--- config.mk ---
export PLATFORM = sky130hd
export DESIGN_NAME = led_frame_writer
export DESIGN_NICKNAME = d
export VERILOG_FILES = /design/src/rtl/led_frame_writer.sv
export SDC_FILE = /design/constraint.sdc
export NUM_CORES = 1
export LEC_CHECK = 0
export BUFFER_PORTS_ARGS = -buffer_cell sky130_fd_sc_hd__buf_4
export CAP_MARGIN = 30
export CORE_MARGIN = 5
export CORE_UTILIZATION = 55
export DETAILED_ROUTE_END_ITERATION = 12
export GPL_TIMING_DRIVEN = 1
export PLACE_DENSITY = 0.76
export SLEW_MARGIN = 0
export SYNTH_ARGS = -nofsm -noshare
export SYNTH_HDL_FRONTEND = slang
export SYNTH_SLANG_ARGS = --single-unit
--- constraint.sdc ---
create_clock -name clock -period 2.2 [get_ports clock]
set_input_delay 0.66 -clock clock [delete_from_list [all_inputs] [get_ports clock]]
set_output_delay 0.66 -clock clock [all_outputs]
set_load 0.01 [all_outputs]
--- src/rtl/led_frame_writer.sv ---
// rtl/led_frame_writer.sv - double-buffered pixel write front end for the red/green LED matrix driver
//
// Purpose:
//   Game logic draws into a back buffer (per-pixel writes, bulk clear), then
//   commits. The back buffer is copied to the front buffer in a single edge on
//   the driver's next frame_sync, so the scanner never sees a half-drawn frame.
//
// Ports:
//   clock          system clock, rising edge
//   reset          asynchronous active-low reset
//   wr_valid       pixel write request (wr_x, wr_y, wr_color)
//   wr_ready       high only in IDLE; write/clear/commit accepted this cycle
//   clr_valid      clear whole back buffer (one row per cycle)
//   commit         publish back buffer at next frame_sync
//   frame_sync     driver pulse at start of row 0 scan
//   commit_pending commit accepted, copy not yet done
//   RedPixels      front red plane   [y][x]
//   GrnPixels      front green plane [y][x]
//   frame_count    (only with FRAME_COUNT_EN) number of front copies, mod 256
//
// Optional feature macro: FRAME_COUNT_EN

module led_frame_writer #(
   parameter int ROWS = 16,
   parameter int COLS = 16
) (
   input  logic                          clock,
   input  logic                          reset,
   input  logic                          wr_valid,
   output logic                          wr_ready,
   input  logic [$clog2(COLS)-1:0]       wr_x,
   input  logic [$clog2(ROWS)-1:0]       wr_y,
   input  logic [1:0]                    wr_color,
   input  logic                          clr_valid,
   input  logic                          commit,
   input  logic                          frame_sync,
   output logic                          commit_pending,
`ifdef FRAME_COUNT_EN
   output logic [7:0]                    frame_count,
`endif
   output logic [ROWS-1:0][COLS-1:0]     RedPixels,
   output logic [ROWS-1:0][COLS-1:0]     GrnPixels
);

   localparam int RW = $clog2(ROWS);

   typedef enum logic [1:0] {IDLE, CLEAR, WAIT_SYNC} state_t;

   state_t                   state_q, state_d;
   logic [RW-1:0]            clr_row_q, clr_row_d;
   logic                     pend_q, pend_d;
   logic [ROWS-1:0][COLS-1:0] back_red_q, back_red_d;
   logic [ROWS-1:0][COLS-1:0] back_grn_q, back_grn_d;
   logic [ROWS-1:0][COLS-1:0] front_red_q, front_red_d;
   logic [ROWS-1:0][COLS-1:0] front_grn_q, front_grn_d;
`ifdef FRAME_COUNT_EN
   logic [7:0]               fcnt_q, fcnt_d;
`endif

   logic in_range;

   // Out-of-range coordinates still complete the handshake; they just write nothing.
   assign in_range = (int'(wr_x) < COLS) && (int'(wr_y) < ROWS);

   always_comb begin
      state_d     = state_q;
      clr_row_d   = clr_row_q;
      pend_d      = pend_q;
      back_red_d  = back_red_q;
      back_grn_d  = back_grn_q;
      front_red_d = front_red_q;
      front_grn_d = front_grn_q;
`ifdef FRAME_COUNT_EN
      fcnt_d      = fcnt_q;
`endif
      case (state_q)
         IDLE: begin
            if (clr_valid) begin
               // Clear wins outright; a same-cycle write or commit is dropped.
               state_d   = CLEAR;
               clr_row_d = '0;
            end else begin
               // Write lands before a same-cycle commit so it is part of the frame.
               if (wr_valid && in_range) begin
                  back_red_d[wr_y][wr_x] = wr_color[0];
                  back_grn_d[wr_y][wr_x] = wr_color[1];
               end
               // frame_sync is deliberately not looked at here: a sync coinciding
               // with the commit must not swap.
               if (commit) begin
                  state_d = WAIT_SYNC;
                  pend_d  = 1'b1;
               end
            end
         end
         CLEAR: begin
            back_red_d[clr_row_q] = '0;
            back_grn_d[clr_row_q] = '0;
            if (clr_row_q == RW'(ROWS - 1)) begin
               state_d = IDLE;
            end else begin
               clr_row_d = clr_row_q + RW'(1);
            end
         end
         WAIT_SYNC: begin
            if (frame_sync) begin
               // Back buffer is left intact so drawing can continue incrementally.
               front_red_d = back_red_q;
               front_grn_d = back_grn_q;
               pend_d      = 1'b0;
               state_d     = IDLE;
`ifdef FRAME_COUNT_EN
               fcnt_d      = fcnt_q + 8'd1;
`endif
            end
         end
         default: begin
            state_d = IDLE;
         end
      endcase
   end

   always_ff @(posedge clock or negedge reset) begin
      if (!reset) begin
         state_q     <= IDLE;
         clr_row_q   <= '0;
         pend_q      <= 1'b0;
         back_red_q  <= '0;
         back_grn_q  <= '0;
         front_red_q <= '0;
         front_grn_q <= '0;
`ifdef FRAME_COUNT_EN
         fcnt_q      <= 8'd0;
`endif
      end else begin
         state_q     <= state_d;
         clr_row_q   <= clr_row_d;
         pend_q      <= pend_d;
         back_red_q  <= back_red_d;
         back_grn_q  <= back_grn_d;
         front_red_q <= front_red_d;
         front_grn_q <= front_grn_d;
`ifdef FRAME_COUNT_EN
         fcnt_q      <= fcnt_d;
`endif
      end
   end

   // Ready is decoded from state (not registered) so it reads 1 while reset is low.
   assign wr_ready       = (state_q == IDLE);
   assign commit_pending = pend_q;
   assign RedPixels      = front_red_q;
   assign GrnPixels      = front_grn_q;
`ifdef FRAME_COUNT_EN
   assign frame_count    = fcnt_q;
`endif

endmodule
==> results of run 1 <==
==> layout by cell type, fill, tap and decap left out, types with 6 or more instances in the layout <==
cell and instances:
nor2_1 56, a22o_1 94, dfrtp_1 1031, o21ai_0 117, a21o_1 12, o2bb2ai_1 128, nor3_2 8, clkbuf_1 11
nor2_2 9, clkbuf_8 28, a32o_1 290, clkinv_2 16, mux2_2 512, nand3_1 214, clkinvlp_4 7, nand4b_1 8
nand2b_1 9, bufinv_16 11, nand4bb_1 6, buf_12 113, buf_4 693, o211ai_1 47, clkbuf_16 102, o21ai_1 94
nand4bb_2 6, nand2_1 76
==> worst max-delay path: stages (launching register included) <==
cell and delay, ns:
dfrtp_1 0.51, nor2_2 0.20, buf_4 0.15
==> final timing paths <==
| check | start | endpoint | cells past startpoint |
|---|---|---|---|
| max | state_q[0] | wr_ready | 2 |
| min | commit | commit_pending | 3 |
| max reg2reg | state_q[0] | RedPixels[128] | 5 |
| min reg2reg | back_grn_q[138] | back_grn_q[138] | 1 |
| max in group asynchronous | reset | GrnPixels[106] | 4 |
| min in group asynchronous | reset | back_grn_q[50] | 2 |
==> cell type report <==
type | count | area [um^2] | area share
tap | 978 | 1224 | 0.02323
timing repair buffer | 808 | 7490 | 0.1422
antenna | 5 | 12.51 | 0.0002376
inverter | 5 | 18.77 | 0.0003564
clock buffer | 141 | 2979 | 0.05657
clock inverter | 41 | 531.8 | 0.01010
sequential | 1031 | 25800 | 0.4899
multi-input combinational | 1735 | 14610 | 0.2774
==> per-layer routing <==
metal,track usage,up-vias
met5,0,-
met4,0.1972,6
met3,0.08857,479
li1,-,12880
met2,0.5427,1996
met1,0.4349,16190
==> metrics by stage <==
| stage | area [um^2] | hold WS, ns | setup WS (ns) |
|---|---|---|---|
| floorplan | 41660 | 0.3644 | 0.1060 |
| global placement | 49130 | 0.4665 | -0.2781 |
| detailed placement | 49130 | 0.4714 | -0.2771 |
| CTS | 52650 | 0.3433 | 0.004361 |
| global route | 52660 | 0.3868 | 0.007710 |
| finish | 52670 | 0.3579 | 0.03385 |
==> power by group through the flow <==
stage	combinational, mW	clock, mW	sequential, mW
global placement	7.82	0	19.5
detailed placement	8.12	0	19.5
global route	8.97	19.1	19.2
floorplan	4.85	0	19.5
CTS	8.22	18.3	19.2
finish	8.41	18.2	19.2
==> sequential cells by signal, summed over array words and instances (netlist names) <==
signal / flops
commit_pending: 1
state_q: 2
back_grn_q: 256
GrnPixels: 256
clr_row_q: 4
back_red_q: 256
RedPixels: 256
==> kinds of logic after synthesis <==
kind of cell / Yosys count / share of synthesized area
flip-flops: 1031 / 0.6193
buffers and inverters: 310 / 0.03457
AO/OA/AOI/OAI: 792 / 0.1538
multiplexers: 513 / 0.1386
adder cells (fa/ha/maj): 4 / 0.001201
AND/OR/NAND/NOR: 426 / 0.05256
==> timing repair <==
action,in CTS,in global routing
setup endpoints to repair,1,0
gates resized for setup,1,0
hold buffers,1,0
endpoints found under the hold margin,15,0
==> metrics.md, run 1 <==
| Metric | Value |
|---|---|
| Power Density | `869.6 nW/um^2` |
| Number of fill cells | `4968` |
| First-pass GRT wire length | `213000 um` |
| CTS buffer count | `101` |
| Worst-Margin Slew | `0.5985 ns` |
| Met1 WL | `51540 um` |
| Final worst path period share | `0.9846` |
| PnR Total Power | `45.80 mW` |
| WP data required | `1.54 ns` |
| Met3 WL | `14220 um` |
| Die width | `285.2 um` |
| Main synth FF type | `dfrtp_1` |
| Power Internal | `32.34 mW` |
| Max-Slew Margin vs Limit | `0.6010` |
| Clock power frac | `0.398` |
| Total of max-cap violations | `0` |
| Max-slew violations | `0` |
| Worst Skew | `0.02254 ns` |
| Synth unique cells | `41` |
| Clock tree from TritonCTS | `done` |
| CP Data Arrival Time | `1.51 ns` |
| Core ar. | `75570 um^2` |
| Most common cell in the synthesized netlist | `dfrtp_1` |
| Root buf cell | `clkbuf_16` |
| Combinational power share | `0.184` |
| Worst-path fanout max | `9` |
| Synth top cells by count | `dfrtp_1 (1031), mux2_2 (512), a32o_1 (290)` |
| Clk buf depth | `3` |
| #FFs+latches synth | `1031` |
| Sequential share of power | `0.419` |
| DRC | `0` |
| Minimum clock period | `2.166 ns` |
| DRT Pass-1 Iters | `6` |
| Number of global-route vias before repair | `33160` |
| Die area | `81350 um^2` |
| Postcts setup bufs | `0` |
| Achievable frequency | `461.7 MHz` |
| Non-filler cells, final | `4744` |
| Share of cells above drive strength 1 | `0.4084` |
| Drt initial violations | `3384` |
| Crit start category | `register` |
| Vias per cell | `6.651` |
| Setup TNS | `0 ns` |
| Top cells by area, synth | `dfrtp_1 (62%), mux2_2 (14%), a32o_1 (7.0%), o2bb2ai_1 (2.7%), nand3_1 (2.6%)` |
| Grt total ovfl | `0` |
| RSZ-0062 raised after global routing | `no` |
| Dominant cell type by area after synthesis | `dfrtp_1` |
| DPL Wire Length | `95070 um` |
| Synthesis Warnings | `0` |
| Clock Latency Late Sink | `0.66 ns` |
| Clock slew at reported path FFs | `0.07 ns` |
| Detail Route Antenna Nets | `0` |
| Final setup vio count | `0` |
| Hold Path Class | `primary input to register` |
| Layout area overhead | `26.42%` |
| Final Hold Violating Endpoints | `0` |
| Routed wl met2 | `67100 um` |
| Final Util | `0.6969` |
| Synthesized area | `41660 um^2` |
| GRT Util Overall | `0.3438` |
| Post-Syn Instances | `3076` |
| Worst setup EP type | `output pin` |
| P_leak | `25.80 nW` |
| Port buffer count | `529` |
| Via count | `31550` |
| Mapped Avg Cell Area | `13.54 um^2` |
| Number of flops mapped to enable cells by yosys | `0` |
| Largest net degree at the start of global routing | `98` |
| Worst setup path category | `register to output pin` |
| Ys async rst share | `1.000` |
| Top Layer Used | `met5` |
| Switching share of power | `0.2938` |
| Die height | `285.2 um` |
| # IOs | `530` |
| # placed instances | `4556` |
| Outcome | `completed` |
| # clock sinks | `1031` |
| Gp weighted congestion | `0.8738` |
| WL final | `142300 um` |
| Switching pwr | `13.46 mW` |
| R2R Setup Slk | `0.12 ns` |
| Cell row count | `101` |
| Initial Utilization | `0.5513` |
| Sequential fraction of the synthesis area | `0.6193` |
| H-tree Lvls | `3` |
| Initial antenna violation count | `11` |
| IR drop worst, VDD | `0.0007962 V` |
| Synth top area share | `0.6193` |
| Post-synth net total | `3096` |
| Drt wl/cell | `29.99 um` |
| Final nets | `3702` |
Power figures use the tool's default switching activity.
==> run 2: changes to the inputs <==
--- a/config.mk
+++ b/config.mk
@@ -7,6 +7,7 @@
 export LEC_CHECK = 0
 export BUFFER_PORTS_ARGS = -buffer_cell sky130_fd_sc_hd__buf_4
 export CAP_MARGIN = 30
+export CORE_ASPECT_RATIO = 0.8
 export CORE_MARGIN = 5
 export CORE_UTILIZATION = 55
 export DETAILED_ROUTE_END_ITERATION = 12
==> run 2 against run 1 <==
Net effect:
- critical path depth up 1
- non-clock buffer count decreased by 6
- via count grew 0.52%
- final area decreased by 0.83%
- clock power decreased by 5%
- sequential share of layout area increased by 0.41 points
- wire length fell by 1.1%
- cell count is 0.65% higher
- critical endpoint unchanged
==> metrics.md, run 2 (same netlist as run 1, synthesis figures left out) <==
| Metric | Value |
|---|---|
| Share of cells above drive strength 1 | `0.4038 (-0.004566)` |
| Worst Skew | `0.02366 ns (+0.001123 ns)` |
| Grt total ovfl | `0 (unchanged)` |
| Max-slew violations | `0 (unchanged)` |
| Vias per cell | `6.641 (-0.14%)` |
| Reg2Reg Depth | `4 (-1)` |
| Max-Slew Margin vs Limit | `0.6175 (+0.01654)` |
| WL final | `140800 um (-1.1%)` |
| Finished Cell Area | `52230 um^2 (-0.83%)` |
| Initial Utilization | `0.5538 (+0.002549)` |
| P_leak | `25.60 nW (-0.80%)` |
| CP endpoint | `wr_ready` |
| FF-to-FF Start | `state_q[0]` |
| Worst setup startpoint | `state_q[1]` |
| Core ar. | `75220 um^2 (-0.46%)` |
| Largest net degree at the start of global routing | `116 (+18%)` |
| PnR Total Power | `44.75 mW (-2.3%)` |
| Clock slew at reported path FFs | `0.06 ns (about the same)` |
| Achievable frequency | `456.9 MHz (-1.0%)` |
| Gp weighted congestion | `0.8978 (+2.7%)` |
| Total of max-cap violations | `0 (unchanged)` |
| Die area | `81390 um^2 (about the same)` |
| DPL Wire Length | `94030 um (-1.1%)` |
| CTS buffer count | `99 (-2.0%)` |
| Final Hold Violating Endpoints | `0 (unchanged)` |
| DRC | `0 (unchanged)` |
| R2R Setup Slk | `0.03 ns (-0.09 ns)` |
| Crit start category | `register` |
| IR drop worst, VDD | `0.0006753 V (-15%)` |
| Hold Path Class | `primary input to register` |
| Most common cell after layout, fill and taps aside | `dfrtp_1` |
| Outcome | `completed` |
| Layout area overhead | `25.36%` |
| H-tree Lvls | `3 (unchanged)` |
| Final setup vio count | `0 (unchanged)` |
| Hold Crit Depth | `3 (unchanged)` |
| WP data required | `1.54 ns (about the same)` |
| DP Area | `48900 um^2 (-0.48%)` |
| Cell row count | `90 (-11%)` |
| GRT Util Overall | `0.3389 (-0.004842)` |
| Worst-Margin Slew | `0.5737 ns (-0.02481 ns)` |
| Clk buf depth | `3 (unchanged)` |
| # placed instances | `4583 (+0.59%)` |
| Worst-path fanout max | `5 (-4)` |
| Final Util | `0.6943 (-0.002616)` |
| Die height | `256.2 um (-10%)` |
| Die width | `317.7 um (+11%)` |
| Power Density | `856.9 nW/um^2 (-1.5%)` |
| Non-filler cells, final | `4775 (+0.65%)` |
| Final worst path period share | `0.9949 (+0.01032)` |
| Port buffer count | `529 (unchanged)` |
| Detail Route Antenna Nets | `0 (unchanged)` |
| Worst setup EP type | `output pin` |
| Minimum clock period | `2.189 ns (+0.02270 ns)` |
| Via count | `31710 (+0.52%)` |
| First-pass GRT wire length | `212100 um (-0.41%)` |
| Clock tree from TritonCTS | `done` |
| DRT Pass-1 Iters | `6 (unchanged)` |
| Initial antenna violation count | `10 (-1)` |
| Drt initial violations | `3594 (+6.2%)` |
| Root buf cell | `clkbuf_16` |
| CP Data Arrival Time | `1.53 ns (+0.02 ns)` |
| Worst setup path category | `register to output pin` |
| Reg-to-reg endpoint | `RedPixels[71]` |
| Number of global-route vias before repair | `32480 (-2.1%)` |
| # clock sinks | `1031 (unchanged)` |
| RSZ-0062 raised after global routing | `yes` |
| Clock Latency Late Sink | `0.68 ns (+0.02 ns)` |
| Drt wl/cell | `29.48 um (-1.7%)` |
| Final nets | `3694 (-0.22%)` |
| Number of fill cells | `5101 (+2.7%)` |
| Most frequent cells in the layout | `dfrtp_1 (1030), buf_4 (705), mux2_2 (512)` |
| # IOs | `530 (unchanged)` |
-- run 2: changes by cell type in the layout (fill, tap and decap cells not counted), moves of 7 or more --
cell	change
buf_12	-18
buf_4	+12
clkbuf_1	+12
clkbuf_8	-7
clkinv_2	+7
-- run 2: timing repair --
action                                 4_1_cts  5_1_grt
setup buffers                                1        0
gates resized for setup                      2        0
hold buffers                                 1        0
cloned                                       0        0
endpoints found under the hold margin        6        0
setup endpoints to repair                    1        1
-- run 2: worst min path at each step --
stage | from | slack [ns] | endpoint
6_report | commit | 0.36 | commit_pending
5_1_grt | commit | 0.35 | commit_pending
4_1_cts | commit | 0.34 | commit_pending
3_5_place_dp | back_red_q[46] | 0.47 | back_red_q[46]
3_3_place_gp | back_red_q[158] | 0.47 | back_red_q[158]
2_1_floorplan | reset | 0.36 | GrnPixels[0]
-- run 2: final cells by class --
| class | instances | area [um^2] | share of cell area |
|---|---|---|---|
| flip-flops and latches | 1031 | 25800 | 0.4940 |
| clock buffers | 145 | 2903 | 0.05558 |
| inverters | 5 | 18.77 | 0.0003594 |
| repair buffers | 802 | 7219 | 0.1382 |
| multi-input cells | 1735 | 14610 | 0.2798 |
| well taps | 1012 | 1266 | 0.02424 |
| diodes | 9 | 22.52 | 0.0004312 |
| clock inverters | 36 | 384.1 | 0.007355 |
-- run 2: layer usage --
layer	track usage	part of all wire
met5	0	0.00063
met3	0.1050	0.11
met4	0.1586	0.054
met1	0.4479	0.38
met2	0.5185	0.46
-- run 2: critical path, cell delays in order, from the launching register on --
cell,delay [ns]
dfrtp_2,0.41
buf_4,0.16
nor2_2,0.15
buf_4,0.15
-- run 2: through the flow --
stage	hold WS [ns]	TNS (ns)	setup slack, ns
2_1_floorplan	0.3644	0	0.1060
3_3_place_gp	0.4687	-23.11	-0.2478
3_5_place_dp	0.4705	-32.68	-0.2304
4_1_cts	0.3367	0	0.002394
6_report	0.3560	0	0.01115
5_1_grt	0.3485	-0.01136	-0.01136
-- run 2: where the power goes --
group | internal, mW | switching (mW) | total (mW) | leakage, nW
sequential | 19.1 | 0.130 | 19.2 | 14.4
clock | 9.86 | 7.40 | 17.3 | 1.63
combinational | 2.46 | 5.86 | 8.32 | 9.58
total | 31.4 | 13.4 | 44.8 | 25.6
